<file path="config.mk">
export PLATFORM = sky130hd
export DESIGN_NAME = seq_det_rr_sched_flat
export DESIGN_NICKNAME = d
export VERILOG_FILES = /design/src/rtl/seq_det_rr_sched_if.sv /design/src/rtl/seq_det_rr_sched.sv /design/src/flat_wrapper.sv
export SDC_FILE = /design/constraint.sdc
export NUM_CORES = 1
export LEC_CHECK = 0
export CAP_MARGIN = 40
export CORE_AREA = 3 3 46 89
export CTS_CLUSTER_SIZE = 12
export DETAILED_ROUTE_END_ITERATION = 8
export DIE_AREA = 0 0 49 92
export MAX_ROUTING_LAYER = met4
export PLACE_DENSITY = 0.89
export SETUP_SLACK_MARGIN = 0.4
export SYNTH_ARGS = -nofsm -noshare
export SYNTH_HDL_FRONTEND = slang
export SYNTH_SLANG_ARGS = --single-unit
</file>
<file path="constraint.sdc">
create_clock -name i_clk -period 7.2 [get_ports i_clk]
set_input_delay 1.44 -clock i_clk [delete_from_list [all_inputs] [get_ports i_clk]]
set_output_delay 1.44 -clock i_clk [all_outputs]
set_load 0.01 [all_outputs]
</file>
<file path="src/rtl/seq_det_rr_sched_if.sv">
// Symbol/grant/match bus between the channel sources and seq_det_rr_sched.
// Handshake: channel i transfers in_sym[4*i+3:4*i] on a rising edge where in_valid[i] && in_ready[i]; in_ready is one-hot or zero, and a source must not depend on in_ready to raise in_valid.
interface seq_det_rr_sched_if #(
    parameter int NCH = 4,
    parameter int CHW = $clog2(NCH)
);
    logic [NCH-1:0]   in_valid;
    logic [4*NCH-1:0] in_sym;
    logic [NCH-1:0]   in_ready;
    logic [NCH-1:0]   ch_clr;
    logic             match_valid;
    logic [CHW-1:0]   match_ch;

    modport master (
        output in_valid, in_sym, ch_clr,
        input  in_ready, match_valid, match_ch
    );

    modport slave (
        input  in_valid, in_sym, ch_clr,
        output in_ready, match_valid, match_ch
    );
endinterface

</file>
<file path="src/rtl/seq_det_rr_sched.sv">
// Round-robin scheduler sharing one 1,0,2,2,1,0 matcher across NCH channels via per-channel context.
// Optional per-channel saturating match counters are built when MATCH_CNT_EN is defined.
module seq_det_rr_sched #(
    parameter int NCH  = 4,
    parameter int CHW  = $clog2(NCH),
    parameter int CNTW = 8
) (
    input  logic                  i_clk,
    input  logic                  i_rst,
    seq_det_rr_sched_if.slave     bus,
    input  logic [CHW-1:0]        i_rd_ch,
    output logic [CNTW-1:0]       o_rd_cnt,
    output logic [CHW-1:0]        o_dbg_ptr,
    output logic [3*NCH-1:0]      o_dbg_ctx
);
    typedef enum logic [2:0] {P0 = 3'd0, P1 = 3'd1, P2 = 3'd2, P3 = 3'd3, P4 = 3'd4, P5 = 3'd5} ctx_t;

    ctx_t           r_ctx [NCH];
    logic [CHW-1:0] r_ptr;
    logic           r_match_valid;
    logic [CHW-1:0] r_match_ch;

    logic [NCH-1:0] w_grant;
    logic           w_any;
    logic [CHW-1:0] w_gidx;
    logic [CHW:0]   w_dist;
    logic [CHW:0]   w_best;
    ctx_t           w_cur;
    logic [3:0]     w_x;
    logic           w_clr_g;
    ctx_t           w_step;
    logic           w_step_match;
    logic           w_match;
    ctx_t           w_ctx_nxt [NCH];
    logic [CHW-1:0] w_ptr_nxt;

    // Pick the valid channel with the smallest rotated distance from r_ptr.
    always_comb begin
        w_any  = (|bus.in_valid) && !i_rst;
        w_gidx = '0;
        w_dist = '0;
        w_best = (CHW+1)'(NCH);
        for (int i = 0; i < NCH; i++) begin
            if (bus.in_valid[i]) begin
                w_dist = (CHW+1)'(i) + (CHW+1)'(NCH) - {1'b0, r_ptr};
                if (w_dist >= (CHW+1)'(NCH)) begin
                    w_dist = w_dist - (CHW+1)'(NCH);
                end
                if (w_dist < w_best) begin
                    w_best = w_dist;
                    w_gidx = CHW'(i);
                end
            end
        end
        w_grant = '0;
        for (int i = 0; i < NCH; i++) begin
            w_grant[i] = w_any && (w_gidx == CHW'(i));
        end
    end

    always_comb begin
        w_cur   = P0;
        w_x     = '0;
        w_clr_g = 1'b0;
        for (int i = 0; i < NCH; i++) begin
            if (w_gidx == CHW'(i)) begin
                w_cur   = r_ctx[i];
                w_x     = bus.in_sym[4*i +: 4];
                w_clr_g = bus.ch_clr[i];
            end
        end
    end

    // Matcher next state for the granted channel; P5 falls back to P2 so the trailing "1,0" is reused.
    always_comb begin
        w_step       = P0;
        w_step_match = 1'b0;
        case (w_cur)
            P0: w_step = (w_x == 4'd1) ? P1 : P0;
            P1: w_step = (w_x == 4'd0) ? P2 : (w_x == 4'd1) ? P1 : P0;
            P2: w_step = (w_x == 4'd2) ? P3 : (w_x == 4'd1) ? P1 : P0;
            P3: w_step = (w_x == 4'd2) ? P4 : (w_x == 4'd1) ? P1 : P0;
            P4: w_step = (w_x == 4'd1) ? P5 : P0;
            P5: begin
                if (w_x == 4'd0) begin
                    w_step       = P2;
                    w_step_match = 1'b1;
                end else if (w_x == 4'd1) begin
                    w_step = P1;
                end
            end
            default: w_step = P0;
        endcase
    end

    always_comb begin
        w_match = w_any && w_step_match && !w_clr_g;
        for (int i = 0; i < NCH; i++) begin
            w_ctx_nxt[i] = r_ctx[i];
            if (bus.ch_clr[i]) begin
                w_ctx_nxt[i] = P0;
            end else if (w_grant[i]) begin
                w_ctx_nxt[i] = w_step;
            end
        end
        w_ptr_nxt = r_ptr;
        if (w_any) begin
            w_ptr_nxt = (w_gidx == CHW'(NCH-1)) ? '0 : w_gidx + 1'b1;
        end
    end

    always_ff @(posedge i_clk) begin
        if (i_rst) begin
            r_ptr         <= '0;
            r_match_valid <= 1'b0;
            r_match_ch    <= '0;
            for (int i = 0; i < NCH; i++) begin
                r_ctx[i] <= P0;
            end
        end else begin
            r_ptr         <= w_ptr_nxt;
            r_match_valid <= w_match;
            if (w_match) begin
                r_match_ch <= w_gidx;
            end
            for (int i = 0; i < NCH; i++) begin
                r_ctx[i] <= w_ctx_nxt[i];
            end
        end
    end

    assign bus.in_ready    = w_grant;
    assign bus.match_valid = r_match_valid;
    assign bus.match_ch    = r_match_ch;
    assign o_dbg_ptr       = r_ptr;

    always_comb begin
        o_dbg_ctx = '0;
        for (int i = 0; i < NCH; i++) begin
            o_dbg_ctx[3*i +: 3] = r_ctx[i];
        end
    end

`ifdef MATCH_CNT_EN
    logic [CNTW-1:0] r_cnt [NCH];

    // Counters survive ch_clr; only reset zeroes them.
    always_ff @(posedge i_clk) begin
        if (i_rst) begin
            for (int i = 0; i < NCH; i++) begin
                r_cnt[i] <= '0;
            end
        end else begin
            for (int i = 0; i < NCH; i++) begin
                if (w_match && (w_gidx == CHW'(i)) && (r_cnt[i] != '1)) begin
                    r_cnt[i] <= r_cnt[i] + 1'b1;
                end
            end
        end
    end

    always_comb begin
        o_rd_cnt = '0;
        for (int i = 0; i < NCH; i++) begin
            if (i_rd_ch == CHW'(i)) begin
                o_rd_cnt = r_cnt[i];
            end
        end
    end
`else
    logic w_unused_rd;
    assign w_unused_rd = ^i_rd_ch;
    assign o_rd_cnt    = '0;
`endif
endmodule

</file>
<file path="src/flat_wrapper.sv">
// flat-port wrapper written by rule: the top's interface ports become plain ports
module seq_det_rr_sched_flat 
#(
    parameter int NCH  = 4,
    parameter int CHW  = $clog2(NCH),
    parameter int CNTW = 8
)
  (i_clk, i_rst, i_rd_ch, o_rd_cnt, o_dbg_ptr, o_dbg_ctx, bus_in_valid, bus_in_sym, bus_ch_clr, bus_in_ready, bus_match_valid, bus_match_ch);
  seq_det_rr_sched_if #(.NCH(NCH), .CHW(CHW)) bus_i ();
  input  logic i_clk;
  input  logic i_rst;
  input  logic [CHW-1:0] i_rd_ch;
  output logic [CNTW-1:0] o_rd_cnt;
  output logic [CHW-1:0] o_dbg_ptr;
  output logic [3*NCH-1:0] o_dbg_ctx;
  input wire logic [$bits(bus_i.in_valid)-1:0] bus_in_valid;
  input wire logic [$bits(bus_i.in_sym)-1:0] bus_in_sym;
  input wire logic [$bits(bus_i.ch_clr)-1:0] bus_ch_clr;
  output wire logic [$bits(bus_i.in_ready)-1:0] bus_in_ready;
  output wire logic [$bits(bus_i.match_valid)-1:0] bus_match_valid;
  output wire logic [$bits(bus_i.match_ch)-1:0] bus_match_ch;
  assign bus_i.in_valid = bus_in_valid;
  assign bus_i.in_sym = bus_in_sym;
  assign bus_i.ch_clr = bus_ch_clr;
  assign bus_in_ready = bus_i.in_ready;
  assign bus_match_valid = bus_i.match_valid;
  assign bus_match_ch = bus_i.match_ch;
  seq_det_rr_sched #(.NCH(NCH), .CHW(CHW), .CNTW(CNTW)) u_core (.i_clk(i_clk), .i_rst(i_rst), .bus(bus_i), .i_rd_ch(i_rd_ch), .o_rd_cnt(o_rd_cnt), .o_dbg_ptr(o_dbg_ptr), .o_dbg_ctx(o_dbg_ctx));
endmodule
</file>
==> results of run 1 <==
[through the flow]
step / hold WS [ps] / setup slack (ps) / setup TNS (ps) / instance area [sq um]
finish: 493 / 640 / 0 / 2210
CTS: 494 / 396 / 0 / 2190
floorplan: 492 / 732 / 0 / 1510
detailed placement: 484 / -281 / -835 / 2090
global placement: 470 / -208 / -495 / 2090
global route: 517 / 467 / 0 / 2210
[flip-flops by register name, summed over array words and instances, names as in the netlist]
register                cells
u_core.bus.match_ch         2
u_core.bus.match_valid      1
u_core.o_dbg_ptr            2
u_core.r_ctx               12
[layout by cell type, fill, tap and decap left out, types with 3 or more instances in the layout]
| cell | Yosys | final |
|---|---|---|
| nor3b_1 | 5 | 4 |
| o2bb2ai_1 | 3 | 3 |
| clkdlybuf4s15_1 | 0 | 3 |
| clkbuf_8 | 0 | 3 |
| o21ai_0 | 5 | 4 |
| nand2_1 | 23 | 23 |
| o21ai_1 | 3 | 3 |
| ha_1 | 13 | 11 |
| a211oi_1 | 6 | 6 |
| nor2b_1 | 4 | 4 |
| and2_1 | 5 | 3 |
| dfxtp_1 | 17 | 17 |
| clkdlybuf4s50_1 | 0 | 41 |
| nor2_1 | 18 | 18 |
| conb_1 | 1 | 8 |
| buf_4 | 11 | 21 |
| or2_2 | 3 | 3 |
| a21oi_1 | 5 | 5 |
| nor4_1 | 3 | 3 |
| nand3b_1 | 7 | 7 |
| o22ai_1 | 8 | 8 |
| inv_1 | 13 | 13 |
[metal layers]
layer	wire length [um]	part of all wire	vias to the layer above	track usage
met4	178	0.040	0	0.131
met2	2580	0.57	64	0.411
li1	-	-	796	-
met3	241	0.054	16	0.0325
met5	0	0	-	-
met1	1500	0.33	795	0.192
[cell families after synthesis]
group,synth area share
flip-flops,0.229
AND/OR/NAND/NOR,0.293
adder cells (fa/ha/maj),0.109
multiplexers,0.00757
other,0.00252
AO/OA/AOI/OAI,0.257
buffers and inverters,0.102
[worst max-delay path by stage]
stage	endpoint	cells after the start	start
after floorplan	bus_in_ready[0]	16	bus_in_valid[0]
after global placement	bus_in_ready[0]	18	bus_in_valid[0]
after detailed placement	bus_in_ready[0]	18	bus_in_valid[0]
after CTS	bus_in_ready[0]	19	bus_in_valid[0]
after global routing	bus_in_ready[2]	19	bus_in_valid[1]
final	bus_in_ready[2]	18	bus_in_valid[1]
[power groups by stage]
| stage | Combinational [mW] | Clock [mW] | Sequential (mW) |
|---|---|---|---|
| 5_1_grt | 0.800 | 0.0792 | 0.119 |
| 2_1_floorplan | 0.465 | 0 | 0.119 |
| 3_5_place_dp | 0.686 | 0 | 0.119 |
| 4_1_cts | 0.711 | 0.0747 | 0.117 |
| 3_3_place_gp | 0.667 | 0 | 0.119 |
| 6_report | 0.725 | 0.0733 | 0.118 |
[cells in the mapped netlist, types with 2 or more instances]
cell / instances / share of area
a211o_1: 2 / 0.012
a211oi_1: 6 / 0.030
a21o_1: 2 / 0.010
a21oi_1: 5 / 0.017
a221o_1: 2 / 0.013
a221oi_1: 2 / 0.012
and2_1: 5 / 0.021
buf_4: 11 / 0.056
clkbuf_1: 4 / 0.010
dfxtp_1: 17 / 0.23
ha_1: 13 / 0.11
inv_1: 13 / 0.033
nand2_1: 23 / 0.058
nand2b_1: 4 / 0.017
nand3b_1: 7 / 0.035
nor2_1: 18 / 0.045
nor2b_1: 4 / 0.017
nor3b_1: 5 / 0.025
nor4_1: 3 / 0.013
o211ai_1: 2 / 0.010
o21ai_0: 5 / 0.017
o21ai_1: 3 / 0.010
o21ba_2: 2 / 0.013
o22ai_1: 8 / 0.034
o2bb2ai_1: 3 / 0.018
o31ai_1: 2 / 0.010
or2_2: 3 / 0.013
[repair_timing]
action	in CTS	in global routing
endpoints found under the setup margin	18	7
hold endpoints to repair	0	0
setup buffers	0	0
gates resized for setup	18	7
pin swaps	2	3
[worst register-to-register path: cells and delay by family, from the launching register on]
kind / cells / cell delay, ps
and+or+nand+nor: 8 / 1750
muxes: 1 / 280
buffers and inverters: 5 / 690
DFF: 1 / 500
AOI/OAI and AO/OA: 8 / 1530
adders and majority gates: 5 / 1200
[layout make-up]
class	instances	area (sq um)	area share
clock buffer	3	41.3	0.0186
clock inverter	1	5.00	0.00226
inverter	13	48.8	0.0220
multi-input combinational	152	1100	0.498
sequential	17	340	0.154
tap	48	60.1	0.0271
timing repair buffer	67	616	0.278
==> metrics.txt, run 1 <==
outcome=completed; hold path depth=2; via count=1,671; worst path buffer plus inverter count=4; Area Overhead vs Synth=48.9%; layout cell share with drive strength beyond 1=0.194; max incr delay on CP=520 ps; kind of critical path=input port to primary output; clk sink count=17; die area=4510 sq um; drt via density=5.55; HPWL after DPL=3530 um; first-pass GRT wire length=7530 um; WHS Endpoint=u_core.r_ctx[3][1]; ANT nets after route=0; FF-to-FF path depth=27; EDFF count, synth=0; clock slew at reported path FFs=60 ps; Worst-Margin Slew=515 ps; Hold WC Path Type=flop to flop; hold buffer count at CTS=0; H-tree depth=1; Cell Rows=30; IO Pins=57; drt total wl=4500 um; # setup viols final=0; Fill cells=292; drt pass-1 iters=4; final instance count without filler cells=301; TritonCTS clock tree=built; clock latency reported for the late side of the worst-skew pair=260 ps; GRT overflow=0; combinational power share=0.791; Net Sw Frac=0.483; die boundary height=92 um; number of maximum-capacitance violations=0; Psw=443 uW; Buffers on Ports=46; Slowest cell on crit path=clkdlybuf4s50_1; Longest Clk Path Bufs=2; Syn. warnings=0; Clock Skews=6.07 ps; crit share post-route=0.911; CP required=5760 ps; largest net degree at the start of global routing=21; synthesized flop and latch total=17; Inst Count DP=297; cell mode on critical path=ha_1; total power=916 uW; final count of hold timing violations=0; delay-heaviest family, CP=buffers and inverters; Layout Utilization=0.634; Slew Limit Fails=0; Internal Power=473 uW; GPL Wtd Cong=0.922; Initial Utilization=0.426; clock power share=0.080; critical-path maximum fanout=4; relative slew slack=0.653; peak supply drop=0.283 mV; post-synthesis cell area=1490 sq um; crit path time final=6560 ps; Tot GR Track Use=0.216; crit-path cells=clkdlybuf4s50_1 > nand2b_2 > o21ba_2 > or2_2 > ha_4 > nor2b_1 > nor3b_2 > o21ai_2 > mux2_2 > ha_1 > o21ai_0 > a31oi_1 > o211ai_1 > inv_1 > buf_4 > ha_1 > and2_1 > clkdlybuf4s15_1; Leak Pwr=0.861 nW; worst hold start=u_core.r_ctx[3][1]; Flop pwr share=0.129; fin nets=295; Post-synth top flop=dfxtp_1; Iteration-0 DRC Markers=31; Worst setup SP type=input port; flop2flop setup slack=1170 ps; initial antenna violation count=0; Remaining DRCs=0; worst flop-to-flop path endpoint=u_core.r_ctx[0][1]; sequential area share after synthesis=0.229; Root Buffer=clkbuf_8; Synth cell types=44; crit path capture type=primary output; Routed WL per cell=15.0 um; die width=49 um; pwr dens=414 nW/um^2; Async SR Flop Fraction=0; Fmax=152 MHz; CTS Buf Count=3; total core area=3490 sq um; antenna diode count=0; arrival time at the worst endpoint=5120 ps; vias in the first global route=1,702; Syn Area/Cell=7.79 sq um; Syn Inst Count=191; unrepaired setup endpoints after global routing=false; RR Startpoint=u_core.o_dbg_ptr[1]
No activity file was read; power rests on OpenSTA's default activity.
==> inputs of run 2 (changes only) <==
--- a/config.mk
+++ b/config.mk
@@ -6,12 +6,12 @@
 export NUM_CORES = 1
 export LEC_CHECK = 0
 export CAP_MARGIN = 40
-export CORE_AREA = 3 3 46 89
-export CTS_CLUSTER_SIZE = 12
+export CORE_AREA = 3 3 45 88
+export CTS_BUF_LIST = sky130_fd_sc_hd__clkbuf_8
 export DETAILED_ROUTE_END_ITERATION = 8
-export DIE_AREA = 0 0 49 92
+export DIE_AREA = 0 0 48 91
 export MAX_ROUTING_LAYER = met4
-export PLACE_DENSITY = 0.89
+export PLACE_DENSITY = 0.91
 export SETUP_SLACK_MARGIN = 0.4
 export SYNTH_ARGS = -nofsm -noshare
 export SYNTH_HDL_FRONTEND = slang
==> run 2 against run 1 <==
Compared with the run above:
- sequential share of layout area barely moved
- register-to-register slack got worse by 40 ps
- non-clock buffer count rose by 2
==> metrics.txt, run 2 (synthesized netlist as in run 1, its figures left out) <==
max FFs per register=12 (unchanged); M1 GR Usage=0.216 (+0.0239); Tot GR Track Use=0.227 (+0.0110); most common cell after layout, fill and taps aside=clkdlybuf4s50_1; hold path depth=2 (unchanged); Initial Utilization=0.440 (+0.0142); worst flop-to-flop path endpoint=u_core.r_ctx[1][1]; arrival time at the worst endpoint=5140 ps (+20 ps); HPWL after DPL=3530 um (about the same); total core area=3380 sq um (-3.2%); IO Pins=57 (unchanged); crit path time final=6580 ps (+21.1 ps); antenna diode count=0 (unchanged); crit-path cells=clkdlybuf4s50_1 > nand2b_2 > buf_4 > o31ai_4 > o31ai_2 > ha_1 > nor2b_1 > nor3b_2 > o21ai_2 > mux2_2 > ha_1 > o21ai_0 > a31oi_1 > o211ai_1 > buf_4 > ha_1 > and2_1 > dlygate4sd2_1; met3 Track Usage GR=0.0337 (+0.00121); Routed WL per cell=16.6 um (+11%); worst path buffer plus inverter count=4 (unchanged); hold buffer count at CTS=0 (unchanged); Slowest cell on crit path=clkdlybuf4s50_1; most used routing layer=met2; final count of hold timing violations=0 (unchanged); post-place setup slack=-323 ps (-42.4 ps); Worst-Margin Slew=681 ps (+165 ps); # setup viols final=0 (unchanged); TritonCTS clock tree=built; fin nets=297 (+0.68%); pwr dens=426 nW/um^2 (+3.0%); ANT nets after route=0 (unchanged); RR Startpoint=u_core.o_dbg_ptr[1]; Worst setup SP type=input port; Leak Pwr=0.879 nW (+2.1%); WHS Endpoint=u_core.r_ctx[3][1]; delay-heaviest family, CP=buffers and inverters; worst hold start=u_core.r_ctx[3][1]; Longest Clk Path Bufs=2 (unchanged); largest net degree at the start of global routing=21 (unchanged); die area=4370 sq um (-3.1%); critical-path maximum fanout=5 (+1); kind of critical path=input port to primary output; first-pass GRT wire length=7240 um (-3.8%); layout cell share with drive strength beyond 1=0.200 (+0.00632); Fmax=152 MHz (-0.32%); drt via density=5.95 (+7.1%); crit path capture type=primary output; crit share post-route=0.914 (+0.00293); CTS Buf Count=3 (unchanged); relative slew slack=0.542 (-0.111); die boundary height=91 um (-1.1%); Remaining DRCs=0 (unchanged); clk sink count=17 (unchanged); fin worst setup slack=619 ps (-21.1 ps); via count=1,707 (+2.2%); drt pass-1 iters=4 (unchanged); drt total wl=4770 um (+5.9%); cell area after layout=2220 sq um (about the same); max incr delay on CP=500 ps (-20 ps); flop2flop setup slack=1130 ps (-40 ps); GRT met2 Usage=0.381 (-0.0308); outcome=completed; unrepaired setup endpoints after global routing=false; Cell Rows=30 (unchanged); Iteration-0 DRC Markers=54 (+74%); placed inst area=2060 sq um (-1.3%); cell mode on critical path=ha_1; H-tree depth=1 (unchanged); Buffers on Ports=46 (unchanged); clock slew at reported path FFs=60 ps (about the same); most frequent cells in the layout=clkdlybuf4s50_1, nand2_1, buf_4, nor2_1, dfxtp_1; GRT overflow=0 (unchanged); initial antenna violation count=0 (unchanged); number of maximum-capacitance violations=0 (unchanged); Slew Limit Fails=0 (unchanged); Clock Skews=6.56 ps (+0.484 ps); clock latency reported for the late side of the worst-skew pair=250 ps (about the same); CP required=5760 ps (about the same); Area Overhead vs Synth=48.9% (about the same); FF-to-FF path depth=27 (unchanged); Largest Register=u_core.r_ctx; Hold WC Path Type=flop to flop; Root Buffer=clkbuf_8; die width=48 um (-2.0%); peak supply drop=0.365 mV (+29%); vias in the first global route=1,657 (-2.6%); GPL Wtd Cong=0.929 (+0.75%)
run 2: cell types whose count changed in the layout (fill, tap and decap cells not counted), sizes merged:
cell	delta
buf	+1
clkbuf	+2
clkdlybuf4s15	-3
dlygate4sd2	+2
run 2: tightest hold or removal path, cell delays in order, from the launching register on:
cell and delay [ps]:
dfxtp_1 330, nand2_1 60, o2bb2ai_1 60
run 2: repair_timing:
| item | in CTS | in global routing |
|---|---|---|
| endpoints found under the setup margin | 18 | 18 |
| gates resized for setup | 15 | 11 |
| pin swaps | 4 | 6 |
| buffers inserted | 0 | 2 |
run 2: cell type report:
type                    count  area, sq um
flip-flops and latches     17          340
fillers                   283         1160
well taps                  32         40.0
multi-input cells         152         1120
clock buffers               3         41.3
clock inverters             1         5.00
inverters                  13         48.8
repair buffers             69          621
run 2: report_power, final:
group | switching, mW | internal, mW | total, mW
combinational | 0.413 | 0.341 | 0.754
sequential | 0.0155 | 0.103 | 0.118
clock | 0.0337 | 0.0384 | 0.0721
run 2: how the worst max path moves through the flow:
stage,from,to,slack (ps),depth (start not counted)
finish,bus_in_valid[1],bus_in_ready[3],620,18
global route,bus_in_valid[1],bus_in_ready[0],430,19
CTS,bus_in_valid[0],bus_in_ready[0],370,18
detailed placement,bus_in_valid[0],bus_in_ready[0],-320,18
global placement,bus_in_valid[0],bus_in_ready[0],-130,18
floorplan,bus_in_valid[0],bus_in_ready[0],730,16
run 2: layer usage:
| metal | vias to the layer above | wire length [um] | share of wire |
|---|---|---|---|
| met3 | 23 | 270 | 0.057 |
| met1 | 794 | 1550 | 0.33 |
| met2 | 94 | 2720 | 0.57 |
| met4 | 0 | 225 | 0.047 |
| li1 | 796 | - | - |
| met5 | - | 0 | 0 |
run 2: through the flow:
stage                     std cells   util  power [mW]  TNS [ps]  hold slack (ps)
after global routing            287  0.656        1.01         0              527
final                           287  0.656       0.944         0              486
after detailed placement        280  0.610       0.808      -687              482
after global placement          280  0.610       0.788      -141              471
after floorplan                 198      -       0.584         0              492
after CTS                       284  0.634       0.893         0              492
==> inputs of run 3 (changes only) <==
--- a/config.mk
+++ b/config.mk
@@ -5,7 +5,6 @@
 export SDC_FILE = /design/constraint.sdc
 export NUM_CORES = 1
 export LEC_CHECK = 0
-export CAP_MARGIN = 40
 export CORE_AREA = 3 3 45 88
 export CTS_BUF_LIST = sky130_fd_sc_hd__clkbuf_8
 export DETAILED_ROUTE_END_ITERATION = 8
==> run 3 against run 2 <==
Compared with the run above:
- non-clock buffer count down 1
- worst hold slack lost 1.7 ps
- cell area shrank 0.23%
- clock skew about the same
- setup slack worse by 16 ps
- register-to-register slack improved by 30 ps
- via count rose by 0.53%
- sequential share of layout area barely moved
- die area did not move
- clock-buffer cell count is the same
- total power down 0.21%
- first-iteration DRC count up 33%
- highest routed layer unchanged
==> metrics.txt, run 3 (synthesized netlist as in run 1, its figures left out) <==
Psw=460 uW (-0.38%); Largest Register=u_core.r_ctx; Routed WL per cell=16.5 um (-0.87%); initial antenna violation count=0 (unchanged); drt via density=6.00 (+0.88%); Leak Pwr=0.875 nW (-0.52%); Buffers on Ports=46 (unchanged); largest net degree at the start of global routing=21 (unchanged); # setup viols final=0 (unchanged); final count of hold timing violations=0 (unchanged); worst path buffer plus inverter count=4 (unchanged); Cell Rows=30 (unchanged); Initial Utilization=0.440 (unchanged); Internal Power=482 uW (about the same); HPWL after DPL=3530 um (unchanged); Fill cells=284 (+0.35%); drt total wl=4710 um (-1.2%); Tot GR Track Use=0.227 (unchanged); number of maximum-capacitance violations=0 (unchanged); vias in the first global route=1,657 (unchanged); first-pass GRT wire length=7240 um (unchanged); ANT nets after route=0 (unchanged); die boundary height=91 um (unchanged); Slowest cell on crit path=clkdlybuf4s50_1; sequential cell area=340 sq um (unchanged); critical-path maximum fanout=5 (unchanged); total core area=3380 sq um (unchanged); drt pass-1 iters=4 (unchanged); Iteration-0 DRC Markers=72 (+33%); crit-path cells=clkdlybuf4s50_1 > nand2b_2 > buf_4 > o31ai_4 > o31ai_2 > ha_1 > nor2b_1 > nor3b_2 > o21ai_2 > mux2_2 > ha_1 > o21ai_0 > a31oi_1 > o211ai_1 > buf_4 > ha_1 > and2_1 > dlygate4sd2_1; flop2flop setup slack=1160 ps (+30 ps); clk sink count=17 (unchanged); Net Sw Frac=0.488 (-0.000831); Multi-input gate area=1120 sq um (unchanged); GRT overflow=0 (unchanged); Slew Limit Fails=0 (unchanged); via count=1,716 (+0.53%); Hold WC Path Type=flop to flop; pwr dens=426 nW/um^2 (about the same); total power=942 uW (-0.21%); Longest Clk Path Bufs=2 (unchanged); TritonCTS clock tree=built; clock latency reported for the late side of the worst-skew pair=250 ps (about the same); Root Buffer=clkbuf_8; most frequent cells in the layout=clkdlybuf4s50_1, nand2_1, buf_4, nor2_1, dfxtp_1; clock power share=0.076 (about the same); GPL Wtd Cong=0.929 (unchanged); post-place setup slack=-323 ps (unchanged); Flop pwr share=0.125 (about the same); CTS Buf Count=3 (unchanged); delay-heaviest family, CP=buffers and inverters; cell mode on critical path=ha_1; fin worst setup slack=603 ps (-16.4 ps); Worst-Margin Slew=1230 ps (+547 ps); relative slew slack=0.174 (-0.368); Remaining DRCs=0 (unchanged); crit path time final=6600 ps (+16.4 ps); cell area after layout=2210 sq um (-0.23%); Area Overhead vs Synth=48.6%; placed inst area=2060 sq um (unchanged); max FFs per register=12 (unchanged); clock slew at reported path FFs=60 ps (about the same); antenna diode count=0 (unchanged); peak supply drop=0.365 mV (about the same); CP required=5760 ps (about the same); die width=48 um (unchanged); IO Pins=57 (unchanged); kind of critical path=input port to primary output; Inst Count DP=280 (unchanged); H-tree depth=1 (unchanged); Clock Skews=6.31 ps (-0.244 ps); combinational power share=0.799 (about the same); outcome=completed; crit share post-route=0.916 (+0.00227); max incr delay on CP=500 ps (about the same); most common cell after layout, fill and taps aside=clkdlybuf4s50_1; Fmax=152 MHz (-0.25%); layout cell share with drive strength beyond 1=0.197 (-0.00315); fin nets=296 (-0.34%); arrival time at the worst endpoint=5160 ps (+20 ps); hold buffer count at CTS=0 (unchanged); unrepaired setup endpoints after global routing=false; final instance count without filler cells=286 (-0.35%); Worst setup SP type=input port; die area=4370 sq um (unchanged); crit path capture type=primary output
## run 3: area by class of cell
type,instances,area share
clock buffers,3,0.0187
flip-flops and latches,17,0.154
clock inverters,1,0.00226
multi-input cells,152,0.507
inverters,13,0.0221
well taps,32,0.0181
repair buffers,68,0.278
## run 3: metal layers
layer  up-vias  GRT usage  share of wire
li1        795          -              -
met1       792      0.216           0.31
met2       103      0.381           0.58
met3        26     0.0337          0.064
met4         0      0.153          0.052
met5         -          -              0
## run 3: per-stage QoR
stage	util	hold WS [ps]	setup TNS (ps)
after floorplan	-	492	0
after global placement	0.610	471	-141
after detailed placement	0.610	482	-687
after CTS	0.634	492	0
after global routing	0.654	527	0
final	0.654	484	0
## run 3: path summary, 6_finish.rpt
check	endpoint	cells after the start	start
setup / recovery	bus_in_ready[3]	18	bus_in_valid[1]
hold / removal	u_core.r_ctx[3][1]	2	u_core.r_ctx[3][1]
setup reg to reg	u_core.r_ctx[1][1]	27	u_core.o_dbg_ptr[1]
hold reg to reg	u_core.r_ctx[3][1]	2	u_core.r_ctx[3][1]
## run 3: what timing repair did
item / in CTS / in global routing
resized for setup: 15 / 11
pin swaps: 4 / 6
buffers inserted: 0 / 2
endpoints found under the setup margin: 18 / 18
## run 3: tightest hold or removal path, delay by kind of cell (launching register included)
kind,cells,cell delay (ps)
AO/OA/AOI/OAI,1,60
flip-flops,1,330
AND/OR/NAND/NOR,1,60
## run 3: power by group through the flow
stage | Combinational [mW] | Clock [mW] | Sequential, mW
final | 0.753 | 0.0718 | 0.118
after global routing | 0.820 | 0.0768 | 0.120
after CTS | 0.703 | 0.0723 | 0.117
after detailed placement | 0.688 | 0 | 0.119
after global placement | 0.670 | 0 | 0.118
after floorplan | 0.465 | 0 | 0.119
==> RTL edit 1 (config.mk and constraints of run 3) <==
The option `MATCH_CNT_EN` is turned on by a define.
--- a/src/rtl/seq_det_rr_sched.sv
+++ b/src/rtl/seq_det_rr_sched.sv
@@ -1,5 +1,7 @@
 // Round-robin scheduler sharing one 1,0,2,2,1,0 matcher across NCH channels via per-channel context.
 // Optional per-channel saturating match counters are built when MATCH_CNT_EN is defined.
+`define MATCH_CNT_EN
+
 module seq_det_rr_sched #(
     parameter int NCH  = 4,
     parameter int CHW  = $clog2(NCH),
Check against the original RTL: not equivalent (Yosys sat finds a counterexample within 10 cycles, from zero or initial values and one cycle with i_rst high).
==> RTL edit 1 against run 3 <==
The run now fails in global placement without I/O (3_1_place_gp_skip_io). Area after synthesis increased by 130%. Synthesized cell count increased by 72%.
==> RTL edit 1: results (changes against run 3) <==
| Metric | Value |
|---|---|
| Prevailing post-synth register cell | `edfxtp_1 (was dfxtp_1)` |
| Seq cells post-synth | `49 (was 17)` |
| Post-synthesis sequential area ratio | `38.79% (was 22.88%)` |
| Synth Cell Area | `3354 µm² (was 1488 µm²)` |
| Post-synth EDFFs | `32 (was 0)` |
| Synth async-reset ratio | `0% (unchanged)` |
| Unique masters post-synth | `52 (was 44)` |
| Number of synthesis warnings | `0 (unchanged)` |
| Synth Net Count | `374` |
| Stop Error | `[ERROR GPL-0301] Utilization 108.070 % exceeds 100%.` |
| Mean post-synth cell area | `10.20 µm² (was 7.789 µm²)` |
| Outcome | `stopped before the end (was completed)` |
| Synth top area cells | `edfxtp_1 29%, dfxtp_1 10%, ha_1 6.3%, nor2_4 6.0%, mux4_2 5.4% (was dfxtp_1 23%, ha_1 11%, nand2_1 5.8%, buf_4 5.6%, nor2_1 4.5%)` |
| Fail Step | `global placement without I/O (3_1_place_gp_skip_io)` |
| Synth cell count leaders | `32 x edfxtp_1, 22 x nor2_1, 19 x nand2_1 (was 23 x nand2_1, 18 x nor2_1, 17 x dfxtp_1)` |
==> RTL edit 1: cell count changes after synthesis, moves of 5 or more <==
cell / run 3 / this run
nor2_4: 0 / 18
and3_1: 0 / 6
xor2_1: 0 / 15
mux4_2: 0 / 8
nor2_2: 0 / 6
o22ai_1: 8 / 0
edfxtp_1: 0 / 32
xnor2_1: 0 / 9
o21ai_0: 5 / 14
nand3_1: 1 / 16
nand2b_1: 4 / 9
buf_4: 11 / 1
==> RTL edit 1: logic make-up after synthesis <==
kind of cell	share of synthesized area (%)
compound gates	11.90
flops	38.79
simple gates	25.81
fa+ha+maj	6.341
buf+inv	4.290
mux	6.602
xor+xnor	6.267
==> RTL edit 2 (flow settings as in run 3) <==
Without the edit above. Register the output `o_dbg_ctx`; this adds one clock of latency there. The other outputs are not delayed to match.
--- a/src/rtl/seq_det_rr_sched.sv
+++ b/src/rtl/seq_det_rr_sched.sv
@@ -14,6 +14,8 @@
     output logic [3*NCH-1:0]      o_dbg_ctx
 );
     typedef enum logic [2:0] {P0 = 3'd0, P1 = 3'd1, P2 = 3'd2, P3 = 3'd3, P4 = 3'd4, P5 = 3'd5} ctx_t;
+
+    logic [3*NCH-1:0] o_dbg_ctx_d;
 
     ctx_t           r_ctx [NCH];
     logic [CHW-1:0] r_ptr;
@@ -135,9 +137,9 @@
     assign o_dbg_ptr       = r_ptr;
 
     always_comb begin
-        o_dbg_ctx = '0;
+        o_dbg_ctx_d = '0;
         for (int i = 0; i < NCH; i++) begin
-            o_dbg_ctx[3*i +: 3] = r_ctx[i];
+            o_dbg_ctx_d[3*i +: 3] = r_ctx[i];
         end
     end
 
@@ -172,5 +174,9 @@
     assign w_unused_rd = ^i_rd_ch;
     assign o_rd_cnt    = '0;
 `endif
+    always_ff @(posedge i_clk) begin
+        o_dbg_ctx <= o_dbg_ctx_d;
+    end
+
 endmodule
 
Check against the original RTL: not equivalent (a bounded check fails within 4 cycles, from zero or initial values and one cycle with i_rst high).
==> RTL edit 2 against run 3 <==
Critical path depth down 2. Setup slack worse by 46 ps. Largest power group unchanged. Area after synthesis grew 20%. Core utilization grew 4.4 points. Count of clock-buffer cells in the layout grew 4. Design area up 6.8%. Routed wire length decreased by 2.9%. Power grew 8.3%. Largest cell class unchanged. Critical endpoint unchanged. First-iteration DRC count shrank 25%. Sequential cell count grew 12.
==> RTL edit 2: results (changes against run 3) <==
| Metric | Value |
|---|---|
| Pin count of the biggest net entering global routing | `24 (was 21)` |
| Critical Path AT | `5200 ps (was 5160 ps)` |
| Post-DR vias/cell | `5.952 (was 6.000)` |
| Placement Setup Slack | `150.6 ps (was -323.3 ps)` |
| Skew final | `5.727 ps (was 6.312 ps)` |
| Leak | `0.001025 µW (was 0.0008746 µW)` |
| Inst Count DP | `281 (was 280)` |
| H-tree depth | `2 (was 1)` |
| RePlAce Congestion | `0.9229 (was 0.9287)` |
| Final nets | `297 (was 296)` |
| Hold endpoint | `u_core.o_dbg_ctx[3] (was u_core.r_ctx[3][1])` |
| Worst-Margin Slew | `563.8 ps (was 1228 ps)` |
| FF-to-FF path depth | `23 (was 27)` |
| Non-Filler Instances | `289 (was 286)` |
| Post-synthesis sequential area ratio | `32.45% (was 22.88%)` |
| Outcome | `completed (unchanged)` |
| Fillers | `263 (was 284)` |
| Synth top area cells | `dfxtp_1 32%, ha_1 9.1%, buf_4 4.6%, nand2_1 4.2%, inv_1 3.8% (was dfxtp_1 23%, ha_1 11%, nand2_1 5.8%, buf_4 5.6%, nor2_1 4.5%)` |
| Worst-skew pair later-pin latency | `290 ps (was 250 ps)` |
| Crit path max fanout | `4 (was 5)` |
| Worst hold stages | `0 (was 2)` |
| Share of cells above drive strength 1 | `10.89% (was 19.69%)` |
| VDD IR-drop max | `0.3662 mV (was 0.3648 mV)` |
| Cells after synthesis | `207 (was 191)` |
| Synth cell count leaders | `29 x dfxtp_1, 20 x nand2_1, 18 x inv_1 (was 23 x nand2_1, 18 x nor2_1, 17 x dfxtp_1)` |
| Dpl hpwl | `3.456 mm (was 3.529 mm)` |
| Post-route cell area | `2361 µm² (was 2211 µm²)` |
| Number of CTS-inserted buffers | `5 (was 3)` |
| Final wirelength | `4.571 mm (was 4.709 mm)` |
RTL edit 2: cells by family (layout without fill, tap and decap cells):
family | count (synthesis) | in the layout | synth area share [%]
and+or+nand+nor | 79 | 79 | 26.15
DFF | 29 | 29 | 32.45
buffers and inverters | 33 | 76 | 9.371
adders and majority gates | 13 | 13 | 9.091
muxes | 3 | 3 | 1.748
other | 1 | 8 | 0.2096
AOI/OAI and AO/OA | 49 | 49 | 20.98
RTL edit 2: metal layers:
metal  vias to the layer above  track usage [%]  wire length [µm]
met4                         0            17.30               268
met5                         -                -                 0
met1                       802            19.36              1490
met3                        22            5.159               287
li1                        828                -                 -
met2                        68            39.27              2525
RTL edit 2: cell type report:
class	count	area share, %
Multi-Input combinational cell	152	45.68
Inverter	18	2.862
Clock buffer	7	4.081
Tap cell	32	1.696
Clock inverter	1	0.2120
Sequential cell	29	24.59
Timing Repair Buffer	50	20.88
RTL edit 2: critical path, cell delays in order:
cell	delay (ps)
clkdlybuf4s50_1	510
a21bo_2	240
nor2b_1	140
ha_1	320
nand2b_1	200
o211ai_1	220
mux2_2	360
ha_1	270
o221ai_1	130
o21ai_1	210
and3_4	230
inv_1	60
ha_1	220
nand2_2	90
inv_1	70
clkdlybuf4s50_1	480
RTL edit 2: report_power, final:
group	switching (µW)	internal [µW]
combinational	401	284
sequential	15.5	172
clock	61.0	86.1
total	478	543
RTL edit 2: timing repair:
item,4_1_cts,5_1_grt
resized for setup,1,11
hold buffers,0,0
setup endpoints to repair,4,4
pin swaps,0,2
RTL edit 2: stage by stage:
stage,hold slack [ps],utilization (%)
finish,371.9,69.89
global route,379.6,69.89
CTS,372.4,69.44
detailed placement,364.0,66.48
global placement,362.9,66.48
floorplan,350.6,-
